$ cat src/rtl/game_pkg.sv
// Shared types and constants for the pattern-guessing game controller.
// Holds the sequencer state encoding visible on the phase output.
package game_pkg;

    typedef enum logic [2:0] {
        IDLE    = 3'd0,
        LOAD    = 3'd1,
        PLAY    = 3'd2,
        GRADING = 3'd3,
        WON     = 3'd4,
        LOST    = 3'd5
    } state_t;

    localparam int         NUM_SLOTS  = 4;
    localparam logic [3:0] WIN_ZNARLY = 4'd4;

endpackage

$ cat src/rtl/credit_counter.sv
// Saturating up/down game-credit counter; simultaneous inc and dec cancel.
// A dec at zero is absorbed so the count never wraps.
module credit_counter #(
    parameter int MAX = 9,
    parameter int W   = 4
) (
    input  logic         clock,
    input  logic         reset,
    input  logic         inc,
    input  logic         dec,
    output logic [W-1:0] count,
    output logic         nonzero
);

    localparam logic [W-1:0] MAX_V = W'(MAX);

    always_ff @(posedge clock or posedge reset) begin
        if (reset) begin
            count <= '0;
        end else if (inc && !dec) begin
            if (count != MAX_V)
                count <= count + W'(1);
        end else if (dec && !inc) begin
            if (count != '0)
                count <= count - W'(1);
        end
    end

    assign nonzero = (count != '0);

endmodule

$ cat src/rtl/game_sequencer.sv
// Game controller: credits, pattern load, guess rounds and win/lose outcome.
// Optional feature: define GAME_SEQ_FORFEIT_EN to let startGame forfeit a running game.
module game_sequencer
    import game_pkg::*;
#(
    parameter int MAX_ROUNDS  = 8,
    parameter int MAX_CREDITS = 9
) (
    input  logic       clock,
    input  logic       reset,
    input  logic       creditAdd,
    input  logic       startGame,
    input  logic       loadShapeNow,
    input  logic [1:0] shapeLocation,
    input  logic       gradeIt,
    input  logic       gradeDone,
    input  logic [3:0] znarly,
    output logic       loadEn,
    output logic       gradeEn,
    output logic       clearGame,
    output logic [3:0] numGames,
    output logic [3:0] roundNumber,
    output logic [3:0] slotMask,
    output logic       gameWon,
    output logic       gameLost,
    output logic [2:0] phase
);

`ifdef GAME_SEQ_FORFEIT_EN
    localparam bit FORFEIT = 1'b1;
`else
    localparam bit FORFEIT = 1'b0;
`endif

    localparam logic [3:0]           LAST_ROUND = 4'(MAX_ROUNDS);
    localparam logic [NUM_SLOTS-1:0] ALL_SLOTS  = '1;

    state_t               state, state_n;
    logic                 load_n, grade_n, clear_n;
    logic [3:0]           round_n;
    logic [NUM_SLOTS-1:0] mask_n, mask_upd;
    logic                 won_n, lost_n;
    logic                 consume;
    logic                 credit_nz;

    credit_counter #(
        .MAX (MAX_CREDITS),
        .W   (4)
    ) u_credits (
        .clock   (clock),
        .reset   (reset),
        .inc     (creditAdd),
        .dec     (consume),
        .count   (numGames),
        .nonzero (credit_nz)
    );

    assign mask_upd = slotMask | (NUM_SLOTS'(1) << shapeLocation);

    always_comb begin
        state_n = state;
        load_n  = 1'b0;
        grade_n = 1'b0;
        clear_n = 1'b0;
        round_n = roundNumber;
        mask_n  = slotMask;
        won_n   = gameWon;
        lost_n  = gameLost;
        consume = 1'b0;
        unique case (state)
            IDLE, WON, LOST: begin
                if (startGame && credit_nz) begin
                    state_n = LOAD;
                    consume = 1'b1;
                    clear_n = 1'b1;
                    round_n = '0;
                    mask_n  = '0;
                    won_n   = 1'b0;
                    lost_n  = 1'b0;
                end else if (startGame && state != IDLE) begin
                    // Out of credits after a finished game: drop back to attract mode
                    state_n = IDLE;
                    won_n   = 1'b0;
                    lost_n  = 1'b0;
                end
            end
            LOAD: begin
                if (FORFEIT && startGame) begin
                    state_n = LOST;
                    lost_n  = 1'b1;
                end else if (loadShapeNow) begin
                    load_n = 1'b1;
                    mask_n = mask_upd;
                    if (mask_upd == ALL_SLOTS)
                        state_n = PLAY;
                end
            end
            PLAY: begin
                if (FORFEIT && startGame) begin
                    state_n = LOST;
                    lost_n  = 1'b1;
                end else if (gradeIt) begin
                    grade_n = 1'b1;
                    round_n = roundNumber + 4'd1;
                    state_n = GRADING;
                end
            end
            GRADING: begin
                if (FORFEIT && startGame) begin
                    state_n = LOST;
                    lost_n  = 1'b1;
                end else if (gradeDone) begin
                    if (znarly == WIN_ZNARLY) begin
                        state_n = WON;
                        won_n   = 1'b1;
                    end else if (roundNumber == LAST_ROUND) begin
                        state_n = LOST;
                        lost_n  = 1'b1;
                    end else begin
                        state_n = PLAY;
                    end
                end
            end
            default: state_n = IDLE;
        endcase
    end

    always_ff @(posedge clock or posedge reset) begin
        if (reset) begin
            state       <= IDLE;
            loadEn      <= 1'b0;
            gradeEn     <= 1'b0;
            clearGame   <= 1'b0;
            roundNumber <= '0;
            slotMask    <= '0;
            gameWon     <= 1'b0;
            gameLost    <= 1'b0;
        end else begin
            state       <= state_n;
            loadEn      <= load_n;
            gradeEn     <= grade_n;
            clearGame   <= clear_n;
            roundNumber <= round_n;
            slotMask    <= mask_n;
            gameWon     <= won_n;
            gameLost    <= lost_n;
        end
    end

    assign phase = state;

endmodule
$ cat config.mk
export PLATFORM = sky130hd
export DESIGN_NAME = game_sequencer
export DESIGN_NICKNAME = d
export VERILOG_FILES = /design/src/rtl/game_pkg.sv /design/src/rtl/credit_counter.sv /design/src/rtl/game_sequencer.sv
export SDC_FILE = /design/constraint.sdc
export NUM_CORES = 1
export LEC_CHECK = 0
export CORE_AREA = 2 2 106 57
export CTS_CLUSTER_DIAMETER = 150
export DETAILED_ROUTE_END_ITERATION = 8
export DIE_AREA = 0 0 108 59
export PLACE_DENSITY = 0.4
export SLEW_MARGIN = 20
export SYNTH_ARGS = -nofsm -noshare
export SYNTH_HDL_FRONTEND = slang
export SYNTH_SLANG_ARGS = --single-unit
$ cat constraint.sdc
create_clock -name clock -period 3.8 [get_ports clock]
set_clock_uncertainty 0.15 [all_clocks]
set_input_delay 0.76 -clock clock [delete_from_list [all_inputs] [get_ports clock]]
set_output_delay 0.76 -clock clock [all_outputs]
set_load 0.05 [all_outputs]
==> results of run 1 <==
-- how the worst max path moves through the flow --
stage / from / slack (ns) / endpoint / depth (start not counted)
2_1_floorplan: u_credits.count[2]$_DFFE_PP0P_ / 1.04 / u_credits.count[3]$_DFFE_PP0P_ / 9
4_1_cts: startGame / 0.85 / u_credits.count[3]$_DFFE_PP0P_ / 9
5_1_grt: startGame / 0.75 / u_credits.count[3]$_DFFE_PP0P_ / 9
3_5_place_dp: startGame / 0.57 / u_credits.count[3]$_DFFE_PP0P_ / 9
3_3_place_gp: startGame / 0.64 / u_credits.count[3]$_DFFE_PP0P_ / 9
6_report: startGame / 0.85 / u_credits.count[3]$_DFFE_PP0P_ / 9
-- flip-flops by register name (all words and copies together) (netlist names) --
signal	count
roundNumber	4
slotMask	4
u_credits.count	4
phase	3
clearGame	1
gameLost	1
gameWon	1
gradeEn	1
loadEn	1
-- power groups by stage --
stage | Sequential [uW] | Combinational, uW | Clock [uW]
after global routing | 429 | 803 | 235
final | 408 | 742 | 218
after CTS | 411 | 752 | 224
after global placement | 417 | 751 | 0
after floorplan | 612 | 319 | 0
after detailed placement | 415 | 748 | 0
-- per-stage QoR --
stage | power [uW] | area, um2 | hold slack [ns]
6_report | 1370 | 1660 | 0.404
5_1_grt | 1470 | 1660 | 0.443
4_1_cts | 1390 | 1660 | 0.406
3_5_place_dp | 1160 | 1590 | 0.385
3_3_place_gp | 1170 | 1590 | 0.377
2_1_floorplan | 932 | 1200 | 0.574
-- cell families (layout without fill, tap and decap cells) --
| logic type | after synthesis | count (layout) | share of synthesized area [%] |
|---|---|---|---|
| buf+inv | 11 | 43 | 3.76 |
| fa+ha+maj | 5 | 5 | 5.85 |
| compound gates | 34 | 34 | 20.0 |
| simple gates | 50 | 50 | 22.9 |
| mux | 3 | 3 | 2.82 |
| flops | 20 | 20 | 41.8 |
| xor+xnor | 4 | 4 | 2.93 |
-- cell usage after synthesis, drive strengths merged --
| cell type | instances | area, um2 |
|---|---|---|
| dfrtp | 20 | 500 |
| nor2 | 12 | 47.6 |
| nand2 | 10 | 37.5 |
| a21oi | 9 | 45.0 |
| o21ai | 8 | 40.0 |
| inv | 7 | 26.3 |
| nand3 | 7 | 47.6 |
| nand2b | 6 | 37.5 |
| a31oi | 4 | 40.0 |
| ha | 4 | 50.1 |
| buf | 3 | 15.0 |
| mux2 | 3 | 33.8 |
| nor2b | 3 | 18.8 |
| nor3 | 3 | 15.0 |
| xor2 | 3 | 26.3 |
| a2bb2oi | 2 | 17.5 |
| a41oi | 2 | 17.5 |
| nor4 | 2 | 12.5 |
| o31ai | 2 | 15.0 |
| a211oi | 1 | 7.51 |
| a311o | 1 | 10.0 |
| and2 | 1 | 6.26 |
| and3 | 1 | 6.26 |
| clkbuf | 1 | 3.75 |
| fa | 1 | 20.0 |
| nand3b | 1 | 7.51 |
| nor3b | 1 | 7.51 |
| nor4b | 1 | 8.76 |
| nor4bb | 1 | 10.0 |
| o2111a | 1 | 11.3 |
| o211a | 1 | 10.0 |
| o21a | 1 | 7.51 |
| o21bai | 1 | 7.51 |
| o22a | 1 | 10.0 |
| or4 | 1 | 11.3 |
| xnor2 | 1 | 8.76 |
-- tightest hold or removal path, stage by stage, from the launching register on --
cell and delay (ns):
dfrtp_1 0.38, a31oi_1 0.05, nor2_1 0.09
-- final cells by class --
class	count	area share, %
Inverter	7	1.58
Timing Repair Buffer	32	19.3
Sequential cell	20	30.1
Multi-Input combinational cell	96	39.2
Clock inverter	1	1.81
Clock buffer	3	2.48
Tap cell	73	5.50
-- routing by layer --
| layer | share of wire, % | vias up |
|---|---|---|
| met5 | 0 | - |
| met2 | 47 | 13 |
| met1 | 49 | 483 |
| met3 | 3.5 | 2 |
| li1 | - | 520 |
| met4 | 0.96 | 0 |
==> flow_metrics.py, run 1 <==
metrics = {
    "cts": {
        "cts_buffers": 3,
        "cts-root-buf": "clkbuf_8",
        "max-clock-path-buffers": 2,
        "cts.sinks": 20,
        "cts_tree": "done",
        "postCtsResizedCells": 0,
        "clk_pin_slew_worst_paths_ns": 0.08,
        "cts_hold_buf": 0,
        "clock_latency_ns": 0.26,
        "post-cts-setup-buffers": 0,
        "cts_htree_levels": 1,
    },
    "place": {
        "pre_cts_slack_ns": 0.567,
        "dp_cells": 228,
        "place_congestion": 0.776,
        "portBuffers": 32,
        "hpwl_um": 2100,
    },
    "yosys": {
        "synth_area_um2": 1200,
        "syn-num-nets": 145,
        "netlist_instances": 127,
        "synth_cell_types": 41,
        "ys_ff_latch": 20,
        "yosysWarnings": 0,
        "syn_avg_cell_area_um2": 9.43,
        "ys_seq_area_share_pct": 41.8,
    },
    "routing": {
        "drt_wl_total_um": 2810,
        "drc_errors": 0,
        "vias": 1018,
        "drt_iter0_markers": 24,
        "avgViaCountPerCell": 4.39,
        "wl_per_cell_um": 12.1,
        "drtPass1Iterations": 4,
        "postRouteAntennaNets": 0,
    },
    "pwr": {
        "power.density_nw_per_um2": 824,
        "combinationalPowerShare_pct": 54.3,
        "pwr-share-seq_pct": 29.8,
        "p_int_uw": 712,
        "p_clk_share_pct": 16.0,
        "p_sw_share_pct": 48.0,
        "p_sw_uw": 656,
        "p_leak_uw": 0.000682,
        "ir_worst_vdd_uv": 326,
    },
    "outcome": {
        "status": "finished clean",
    },
    "sta": {
        "max-slew-margin-rel_pct": 44.9,
        "rsz0062_at_grt": "false",
        "clock.fmax_ghz": 0.339,
        "finalCritPeriodShare_pct": 77.7,
        "finalSetupTns_ns": 0,
        "tightest_slew_ns": 0.825,
        "layout_setup_ws_ns": 0.847,
        "setup_viol": 0,
        "finalMaxSlewViolations": 0,
        "final.min_clock_period_ns": 2.95,
        "finalHoldViolCount": 0,
    },
    "global_route": {
        "grt_pass1_vias": 962,
        "met2_usage_pct": 15.5,
        "use_met3_pct": 3.19,
        "grt_use_total_pct": 9.23,
        "antenna_found_initial": 0,
        "grt-ovfl-total": 0,
        "grt_start_max_net_pins": 21,
        "grt_most_used_layer": "met2",
        "grt_pass1_wl_um": 4530,
        "use_met1_pct": 11.7,
    },
    "hold_path": {
        "hold_end": "gameWon$_DFFE_PP0P_",
        "min_from": "gameWon$_DFFE_PP0P_",
        "hold_path.class": "reg -> reg",
        "min_delay_path_depth": 2,
    },
    "floorplan": {
        "row_count": 19,
        "start_util_pct": 22.4,
        "fp.dieH_um": 59,
        "dieArea_um2": 6370,
        "fp.dieW_um": 108,
        "ios": 33,
        "core_um2": 5350,
    },
    "worst_setup_path": {
        "cpMostUsedCell": "nand2_1",
        "reg2reg_slack_ns": 1.08,
        "path_cells": "clkdlybuf4s50_1, nor2b_1, nand3_4, nand2_1, ha_1, a21oi_1, nand2_1, a311o_1, o211a_1",
        "cp_slowest_stage_delay_ns": 0.52,
        "worst_setup_path_start_kind": "input port",
        "crit_family": "simple AND/OR/NAND/NOR gates",
        "crit_type": "in -> reg",
        "critical-path-slowest-cell": "clkdlybuf4s50_1",
        "path_max_fanout": 7,
        "r2r_cells": 9,
        "worstReg2RegStart": "u_credits.count[2]$_DFFE_PP0P_",
        "critPathBufInv": 1,
        "worst_ep_arrival_time_ns": 2.96,
        "r2r-end": "u_credits.count[3]$_DFFE_PP0P_",
        "cp-end-kind": "flip-flop",
        "cp_data_required_time_ns": 3.81,
    },
    "finish": {
        "antennaDiodeCount": 0,
        "drive_gt1_share_pct": 6.29,
        "layout.nets": 178,
        "multi_input_area_um2": 652,
        "mostFrequentLayoutCells": "32 x clkdlybuf4s50_1, 20 x dfrtp_1, 11 x nor2_1",
        "fillers": 553,
        "regArea_um2": 500,
        "syn2layout_area_growth_pct": 38.8,
        "final_common_cell": "clkdlybuf4s50_1",
        "final_cells": 232,
        "utilization_pct": 31.1,
    },
    "run": {
        "drv_cap": 0,
    },
}
Note: power is estimated with default switching activity, not from simulation.
==> run 2, diff against run 1 <==
Clock period 3.8 ns to 3 ns, I/O delays scaled along.
==> flow_metrics.py, run 2 (same netlist as run 1, synthesis figures left out) <==
metrics = {
    "outcome": {
        "status": "finished clean",
    },
    "sta": {
        "rsz0062_at_grt": "false",
        "finalSetupTns_ns": 0,
        "finalHoldViolCount": 0,
        "finalMaxSlewViolations": 0,
        "setup_viol": 0,
        "tightest_slew_ns": 0.788,
        "max-slew-margin-rel_pct": 47.4,
        "final.min_clock_period_ns": 2.63,
        "clock.fmax_ghz": 0.381,
        "finalCritPeriodShare_pct": 87.6,
    },
    "floorplan": {
        "fp.dieW_um": 108,
        "start_util_pct": 22.4,
        "dieArea_um2": 6370,
        "ios": 33,
        "core_um2": 5350,
        "row_count": 19,
        "fp.dieH_um": 59,
    },
    "global_route": {
        "grt-ovfl-total": 0,
        "grt_start_max_net_pins": 21,
        "antenna_found_initial": 0,
        "grt_pass1_wl_um": 4920,
        "grt_pass1_vias": 974,
        "grt_use_total_pct": 9.94,
    },
    "pwr": {
        "p_int_uw": 937,
        "pwr-share-seq_pct": 26.7,
        "p_sw_uw": 842,
        "p_leak_uw": 0.000712,
        "ir_worst_vdd_uv": 443,
        "power.density_nw_per_um2": 1040,
        "combinationalPowerShare_pct": 57.8,
        "p_clk_share_pct": 15.5,
        "p_sw_share_pct": 47.3,
    },
    "place": {
        "dpl-instance-area_um2": 1640,
        "portBuffers": 32,
        "hpwl_um": 2180,
        "place_congestion": 0.748,
    },
    "cts": {
        "cts-root-buf": "clkbuf_8",
        "post-cts-setup-buffers": 0,
        "cts_buffers": 3,
        "clock_latency_ns": 0.26,
        "cts_hold_buf": 0,
        "cts_tree": "done",
        "clk_pin_slew_worst_paths_ns": 0.08,
        "postCtsResizedCells": 0,
        "cts.sinks": 20,
        "max-clock-path-buffers": 2,
        "cts_htree_levels": 1,
    },
    "finish": {
        "mostFrequentLayoutCells": "32 x clkdlybuf4s50_1, 20 x dfrtp_1, 11 x nor2_1",
        "final_common_cell": "clkdlybuf4s50_1",
        "drive_gt1_share_pct": 10.3,
        "fillers": 575,
        "reg_top3": "roundNumber: 4 flops, slotMask: 4 flops, u_credits.count: 4 flops",
        "stdcell_area_um2": 1710,
        "multi_input_area_um2": 654,
        "antennaDiodeCount": 0,
        "syn2layout_area_growth_pct": 42.7,
        "layout.nets": 184,
        "regArea_um2": 500,
    },
    "routing": {
        "vias": 1052,
        "drt_iter0_markers": 19,
        "drc_errors": 0,
        "wl_per_cell_um": 12.2,
        "drt_wl_total_um": 2910,
        "postRouteAntennaNets": 0,
        "avgViaCountPerCell": 4.42,
        "drtPass1Iterations": 3,
    },
    "hold_path": {
        "min_delay_path_depth": 2,
        "hold_path.class": "reg -> reg",
        "min_from": "slotMask[2]$_DFFE_PP0P_",
        "hold_end": "slotMask[2]$_DFFE_PP0P_",
    },
    "worst_setup_path": {
        "worstReg2RegStart": "u_credits.count[3]$_DFFE_PP0P_",
        "worst_ep_arrival_time_ns": 2.63,
        "cp-end-kind": "flip-flop",
        "r2r_cells": 8,
        "r2r-end": "u_credits.count[3]$_DFFE_PP0P_",
        "crit_type": "in -> reg",
        "path_max_fanout": 4,
        "cp_data_required_time_ns": 3.01,
        "worst_setup_path_start_kind": "input port",
        "reg2reg_slack_ns": 0.42,
    },
    "run": {
        "drv_cap": 0,
    },
}
[run 2: cell types whose count changed in the layout (fill, tap and decap cells not counted), sizes merged]
cell / before / now
buf: 0 / 6
[run 2: power groups by stage]
stage | Combinational [uW] | Sequential, uW | Clock, uW
after floorplan | 404 | 776 | 0
after global placement | 1040 | 482 | 0
after detailed placement | 1040 | 482 | 0
after CTS | 1040 | 476 | 285
after global routing | 1120 | 497 | 295
final | 1030 | 475 | 275
[run 2: cell type report]
cell class | instances | share of cell area, %
tap | 73 | 5.34
timing repair buffer | 38 | 21.4
multi-input combinational | 96 | 38.3
sequential | 20 | 29.3
clock inverter | 1 | 1.76
clock buffer | 3 | 2.42
inverter | 7 | 1.54
[run 2: worst max-delay path by stage]
stage | startpoint | to | slack (ns) | depth (start not counted)
6_report | startGame | u_credits.count[3]$_DFFE_PP0P_ | 0.37 | 9
3_5_place_dp | startGame | u_credits.count[3]$_DFFE_PP0P_ | 0.02 | 9
4_1_cts | startGame | u_credits.count[3]$_DFFE_PP0P_ | 0.30 | 9
5_1_grt | startGame | u_credits.count[3]$_DFFE_PP0P_ | 0.11 | 10
3_3_place_gp | startGame | u_credits.count[3]$_DFFE_PP0P_ | 0.1 | 9
2_1_floorplan | u_credits.count[2]$_DFFE_PP0P_ | u_credits.count[3]$_DFFE_PP0P_ | 0.24 | 9
[run 2: critical path, cell delays in order]
cell and delay, ns:
clkdlybuf4s50_1 0.53, nor2b_2 0.25, nand3_4 0.09, nand2_1 0.14, ha_1 0.28, a21oi_1 0.15
nand2_1 0.11, a311o_1 0.36, o211a_1 0.12
[run 2: routing by layer]
layer / share of wire (%) / up-vias / global-route usage [%] / wire length, um
met5: 0 / - / 0 / 0
met4: 0.93 / 0 / 2.20 / 27
met3: 2.7 / 2 / 2.53 / 80
met2: 44 / 12 / 15.5 / 1290
met1: 52 / 501 / 14.0 / 1510
li1: - / 537 / - / -
[run 2: metrics by stage]
stage                     hold slack [ns]  utilization (%)  instances  total power, uW  setup WS [ns]
after floorplan                     0.414                -        127             1180          0.239
after CTS                           0.408             31.9        238             1800          0.297
after global routing                0.426             32.0        238             1910          0.105
after global placement              0.379             30.6        234             1520         0.0969
final                               0.399             32.0        238             1780          0.373
after detailed placement            0.385             30.6        234             1520         0.0152
